$ cat src/rtl/seven_seg_pkg.sv
// rtl/seven_seg_pkg.sv - shared 7-segment codes and pattern decode for driver and scan decoder
package seven_seg_pkg;

    typedef logic [6:0] seg_t;

    // Segment order {a,b,c,d,e,f,g}, active-low, a in the MSB
    localparam seg_t SEG_0     = 7'b0000001;
    localparam seg_t SEG_1     = 7'b1001111;
    localparam seg_t SEG_2     = 7'b0010010;
    localparam seg_t SEG_3     = 7'b0000110;
    localparam seg_t SEG_4     = 7'b1001100;
    localparam seg_t SEG_5     = 7'b0100100;
    localparam seg_t SEG_6     = 7'b0100000;
    localparam seg_t SEG_7     = 7'b0001111;
    localparam seg_t SEG_8     = 7'b0000000;
    localparam seg_t SEG_9     = 7'b0000100;
    localparam seg_t SEG_A     = 7'b0001000;
    localparam seg_t SEG_B     = 7'b1100000;
    localparam seg_t SEG_C     = 7'b0110001;
    localparam seg_t SEG_D     = 7'b1000010;
    localparam seg_t SEG_E     = 7'b0110000;
    localparam seg_t SEG_F     = 7'b0111000;
    localparam seg_t SEG_BLANK = 7'b1111111;

    // Returns {hit, nibble}; hit is 0 for any pattern outside the hex table
    function automatic logic [4:0] seg_decode(input seg_t seg);
        case (seg)
            SEG_0:   return {1'b1, 4'h0};
            SEG_1:   return {1'b1, 4'h1};
            SEG_2:   return {1'b1, 4'h2};
            SEG_3:   return {1'b1, 4'h3};
            SEG_4:   return {1'b1, 4'h4};
            SEG_5:   return {1'b1, 4'h5};
            SEG_6:   return {1'b1, 4'h6};
            SEG_7:   return {1'b1, 4'h7};
            SEG_8:   return {1'b1, 4'h8};
            SEG_9:   return {1'b1, 4'h9};
            SEG_A:   return {1'b1, 4'hA};
            SEG_B:   return {1'b1, 4'hB};
            SEG_C:   return {1'b1, 4'hC};
            SEG_D:   return {1'b1, 4'hD};
            SEG_E:   return {1'b1, 4'hE};
            SEG_F:   return {1'b1, 4'hF};
            default: return 5'b0_0000;
        endcase
    endfunction

endpackage

$ cat src/rtl/seg7_pattern_decoder.sv
// rtl/seg7_pattern_decoder.sv - combinational segment pattern to {hit, blank, nibble}
module seg7_pattern_decoder
    import seven_seg_pkg::*;
(
    input  seg_t       seg,
    output logic       hit,
    output logic       blank,
    output logic [3:0] nibble
);

    logic [4:0] dec;

    always_comb begin
        dec = seg_decode(seg);
    end

    assign hit    = dec[4];
    assign nibble = dec[3:0];
    assign blank  = (seg == SEG_BLANK);

endmodule

$ cat src/rtl/seg7_scan_decoder.sv
// rtl/seg7_scan_decoder.sv - rebuilds per-digit hex values from scanned anode/segment lines
module seg7_scan_decoder
    import seven_seg_pkg::*;
#(
    parameter int w_7_indic     = 8,
    parameter int STABLE_CYCLES = 4
) (
    input  logic                   clk_i,
    input  logic                   rst_i,
    input  logic [w_7_indic-1:0]   an_i,
    input  logic [6:0]             seg_i,
    input  logic                   dp_i,
    output logic [4*w_7_indic-1:0] digits_o,
    output logic [w_7_indic-1:0]   dp_o,
    output logic [w_7_indic-1:0]   valid_o,
    output logic                   frame_o,
    output logic                   err_o,
    output logic [7:0]             err_cnt_o
);

    localparam int         SW       = w_7_indic + 8;
    localparam int         IDX_W    = (w_7_indic > 1) ? $clog2(w_7_indic) : 1;
    localparam logic [7:0] CNT_MAX  = 8'(STABLE_CYCLES);
    localparam logic [7:0] CNT_FIRE = 8'(STABLE_CYCLES - 2);

    logic [SW-1:0]          samp_q;
    logic [SW-1:0]          prev_q;
    logic [7:0]             cnt_q;
    logic [7:0]             cnt_d;
    logic                   same;
    logic                   capture;

    logic [w_7_indic-1:0]   act;
    logic [w_7_indic-1:0]   act_m1;
    logic                   act_none;
    logic                   act_multi;
    logic [IDX_W-1:0]       idx;
    logic [IDX_W+1:0]       nib_lsb;
    seg_t                   cap_seg;
    logic                   cap_dp;

    logic                   dec_hit;
    logic                   dec_blank;
    logic [3:0]             dec_nibble;

    logic [4*w_7_indic-1:0] digits_d;
    logic [w_7_indic-1:0]   dp_d;
    logic [w_7_indic-1:0]   valid_d;
    logic [w_7_indic-1:0]   seen_q;
    logic [w_7_indic-1:0]   seen_d;
    logic                   frame_d;
    logic                   err_d;
    logic [7:0]             err_cnt_d;

    assign same    = (samp_q == prev_q);
    assign capture = same && (cnt_q == CNT_FIRE);

    always_comb begin
        cnt_d = cnt_q;
        if (!same) begin
            cnt_d = 8'd0;
        end else if (cnt_q != CNT_MAX) begin
            cnt_d = cnt_q + 8'd1;
        end
    end

    // Anodes are active-low; work on the active-high view of the held sample
    assign act       = ~samp_q[SW-1:8];
    assign act_m1    = act - w_7_indic'(1);
    assign act_none  = (act == '0);
    assign act_multi = |(act & act_m1);
    assign cap_seg   = samp_q[7:1];
    assign cap_dp    = samp_q[0];

    always_comb begin
        idx = '0;
        for (int i = 0; i < w_7_indic; i++) begin
            if (act[i]) begin
                idx = IDX_W'(i);
            end
        end
    end

    assign nib_lsb = {idx, 2'b00};

    seg7_pattern_decoder u_pattern_decoder (
        .seg    (cap_seg),
        .hit    (dec_hit),
        .blank  (dec_blank),
        .nibble (dec_nibble)
    );

    always_comb begin
        digits_d  = digits_o;
        dp_d      = dp_o;
        valid_d   = valid_o;
        seen_d    = seen_q;
        frame_d   = 1'b0;
        err_d     = 1'b0;
        err_cnt_d = err_cnt_o;
        if (capture && !act_none) begin
            if (act_multi || (!dec_hit && !dec_blank)) begin
                err_d = 1'b1;
            end else begin
                if (dec_hit) begin
                    digits_d[nib_lsb +: 4] = dec_nibble;
                    valid_d[idx]           = 1'b1;
                end else begin
                    valid_d[idx] = 1'b0;
                end
                dp_d[idx]   = ~cap_dp;
                seen_d[idx] = 1'b1;
                // Frame closes on the edge that writes the last missing digit
                if (&seen_d) begin
                    frame_d = 1'b1;
                    seen_d  = '0;
                end
            end
        end
        if (err_d && (err_cnt_o != 8'hFF)) begin
            err_cnt_d = err_cnt_o + 8'd1;
        end
    end

    always_ff @(posedge clk_i) begin
        if (rst_i) begin
            samp_q    <= '0;
            prev_q    <= '0;
            cnt_q     <= '0;
            digits_o  <= '0;
            dp_o      <= '0;
            valid_o   <= '0;
            seen_q    <= '0;
            frame_o   <= 1'b0;
            err_o     <= 1'b0;
            err_cnt_o <= '0;
        end else begin
            samp_q    <= {an_i, seg_i, dp_i};
            prev_q    <= samp_q;
            cnt_q     <= cnt_d;
            digits_o  <= digits_d;
            dp_o      <= dp_d;
            valid_o   <= valid_d;
            seen_q    <= seen_d;
            frame_o   <= frame_d;
            err_o     <= err_d;
            err_cnt_o <= err_cnt_d;
        end
    end

endmodule

$ cat config.mk
export PLATFORM = sky130hd
export DESIGN_NAME = seg7_scan_decoder
export DESIGN_NICKNAME = d
export VERILOG_FILES = /design/src/rtl/seven_seg_pkg.sv /design/src/rtl/seg7_pattern_decoder.sv /design/src/rtl/seg7_scan_decoder.sv
export SDC_FILE = /design/constraint.sdc
export NUM_CORES = 1
export LEC_CHECK = 0
export BUFFER_PORTS_ARGS = -buffer_cell sky130_fd_sc_hd__buf_2
export CAP_MARGIN = 40
export CORE_MARGIN = 10
export CORE_UTILIZATION = 61
export CTS_CLUSTER_DIAMETER = 120
export DETAILED_ROUTE_END_ITERATION = 8
export PLACE_DENSITY_LB_ADDON = 0.05
export SETUP_SLACK_MARGIN = 0.4
export SLEW_MARGIN = 20
export SYNTH_ARGS = -nofsm -noshare
export SYNTH_HDL_FRONTEND = slang
export SYNTH_SLANG_ARGS = --single-unit
$ cat constraint.sdc
create_clock -name clk_i -period 8.8 [get_ports clk_i]
set_input_delay 1.32 -clock clk_i [delete_from_list [all_inputs] [get_ports clk_i]]
set_output_delay 1.32 -clock clk_i [all_outputs]
set_load 0.01 [all_outputs]
==> metrics.yaml <==
cts:
  post_cts_buffers: 0
  cts_root_buf: "clkbuf_8"
  cts_tree: "built"
  cts_resized: 0
  clkLatencyLatePin_ns: 0.37
  numCtsBuffers: 9
  ctsHoldBuffers: 0
  numClockSinks: 106
  clk_pin_slew_ns: 0.10
  h-tree-depth: 3
  cts_buffer_depth: 2
route:
  viasPerCell: 5.65
  vias: 3917
  met3WireLength_um: 638
  routedWlPerCell_um: 16.2
  drt_wl_total_um: 11200
  route.top_layer_used: "met4"
  drt_pass1_iterations: 4
  m1WireLength_um: 5020
  drc: 0
  ant_nets: 0
  wl_met2_um: 5420
  dr.first_iter.drc_count: 210
setup_path:
  critPathSlowestCell: "dfxtp_1"
  criticalPathCategory: "reg2reg"
  slowest_delay_ns: 0.50
  crit_path_end_kind: "flip-flop"
  crit_top_cell: "ha_1"
  crit_chain: "nand2b_1 > a211oi_1 > or2_1 > inv_2 > ha_1 > ha_1 > inv_1 > nand2_1 > nor2_1 > nand3_1 > nor3_2 > mux2_2"
  critPathArrivalTime_ns: 3.50
  crit_path_max_fanout: 9
  cp.required_ns: 9.07
  cp-start-kind: "flip-flop"
timing:
  finalSetupViolations: 0
  tns_ns: 0
  tightest_slew_ns: 0.706
  finalClockSkew_ns: 0.0137
  hold_viol_final: 0
  slew_viol_final: 0
  post-route-period-util_pct: 36.8
  fmax_mhz: 309
  worst_slack_ns: 5.56
  fin_crit_ns: 3.24
  grt_setup_unrepaired: "no"
  relSlewSlack_pct: 52.9
synthesis:
  async_reset_ff_share_pct: 0
  yosys.area.top_type: "dfxtp_1"
  syn_inst: 530
  ys_top_cells_by_area: "dfxtp_1, mux2i_1, nor2b_1"
  synth_top_area_share_pct: 42.8
  synth_seq_cells: 106
  synth_ff_type: "dfxtp_1"
  synth_edf_count: 0
  synthTopCellsByCount: "dfxtp_1, nand2_1, nor2b_1"
  yosys_warnings: 0
  syn-num-nets: 555
  synth-seq-area-share_pct: 42.8
  netlist_area_mm2: 0.00496
  avgSynthCellArea_um2: 9.36
  synth_cell_types: 73
  yosys.cell_count.top_type: "dfxtp_1"
die:
  num_rows: 32
  die_w_um: 110
  die_h_um: 110
  dieArea_mm2: 0.0121
  initial_core_util_pct: 63.5
  ioPinCount: 76
  coreArea_mm2: 0.00781
flow_run:
  max_cap_violations: 0
place:
  placed_cells: 677
  place_congestion: 0.829
  port_buffers: 75
  pre_cts_slack_ns: 5.60
  dp_hpwl_um: 8240
power_and_ir_drop:
  peakVddDrop_uv: 131
  powerDensity_mw_per_mm2: 157
  p_leak_nw: 2.24
final_layout:
  antenna_cells: 0
  layoutNonFillerInstCount: 693
  fill_cells: 655
  drive_gt1_share_pct: 21.0
  syn_to_final_growth_pct: 11.6
  layout.nets: 611
global_route:
  grt_max_degree: 63
  grt_pass1_vias: 3897
  overflow: 0
  antenna_found_initial: 0
  grt_util_all_layers_pct: 19.1
  grt_pass1_wl_um: 19000
min_path:
  min_path_type: "reg2reg"
status:
  status: "complete, no violations"
-- metrics by stage --
stage | power (mW) | area, um2 | hold WS [ns] | utilization, %
floorplan | 0.556 | 4960 | 0.424 | -
global placement | 0.569 | 5330 | 0.441 | 68.2
detailed placement | 0.570 | 5330 | 0.444 | 68.3
CTS | 0.871 | 5540 | 0.459 | 70.9
global route | 0.898 | 5540 | 0.480 | 70.9
finish | 0.866 | 5540 | 0.459 | 70.9
-- final cells by class --
cell class                 count  area, um2  area share (%)
multi-input combinational    369       2600            47.0
clock buffer                  10        138            2.49
inverter                      22       82.6            1.49
sequential                   106       2120            38.3
timing repair buffer          78        398            7.19
clock inverter                 6       65.1            1.18
tap                          102        128            2.31
-- power by group --
part / leakage [nW] / switching (mW) / internal (mW) / total [mW]
logic: 1.28 / 0.0377 / 0.0234 / 0.0610
registers: 0.860 / 0.0123 / 0.486 / 0.499
clock network: 0.103 / 0.167 / 0.140 / 0.307
total: 2.24 / 0.217 / 0.650 / 0.866
-- worst max-delay path: cells and delay by family, from the launching register on --
kind	cells	cell delay [ns]
adders and majority gates	2	0.56
muxes	1	0.39
buffers and inverters	2	0.29
DFF	1	0.50
and+or+nand+nor	6	1.18
AOI/OAI and AO/OA	1	0.22
-- metal layers --
metal,GRT usage [%],vias to the layer above
li1,-,1956
met1,23.5,1861
met2,32.3,88
met3,5.40,12
met4,4.68,0
met5,0,-
-- cells in the final DEF (no fill, tap or decap), drive strengths merged, types with 3 or more instances in the layout --
cell and n:
a21boi 10, a21oi 10, a31oi 5, and3 10, buf 78, clkbuf 10, clkinv 4, dfxtp 106
ha 7, inv 22, mux2 9, mux2i 37, nand2 52, nand2b 6, nand3 28, nand3b 4
nand4 8, nor2 33, nor2b 38, nor3 8, nor3b 4, nor4 8, o21a 5, o21ai 8
o31ai 3, o32ai 3, or2 4, or3 5, or4 7, xnor2 18, xor2 6
-- flip-flops by register name, indices dropped and copies added, names as in the netlist, named ones only --
register and cells:
cnt_q 8, digits_o 32, dp_o 8, err_cnt_o 8
err_o 1, frame_o 1, prev_q 16, samp_q 16
seen_q 8
-- cell families (layout without fill, tap and decap cells) --
group | after synthesis | after routing | share of synthesized area [%]
simple gates | 226 | 226 | 26.7
xor+xnor | 24 | 24 | 4.24
buf+inv | 55 | 116 | 4.72
fa+ha+maj | 9 | 9 | 2.17
flops | 106 | 106 | 42.8
mux | 46 | 46 | 9.51
compound gates | 64 | 64 | 9.89
-- path summary, 6_finish.rpt --
check | slack [ns] | to | cells past startpoint | startpoint
max reg2reg | 5.56 | digits_o[26] | 12 | samp_q[10]
min reg2reg | 0.46 | digits_o[14] | 2 | digits_o[14]
max | 5.56 | digits_o[26] | 12 | samp_q[10]
min | 0.46 | digits_o[14] | 2 | digits_o[14]
Note: power is estimated with default switching activity, not from simulation.
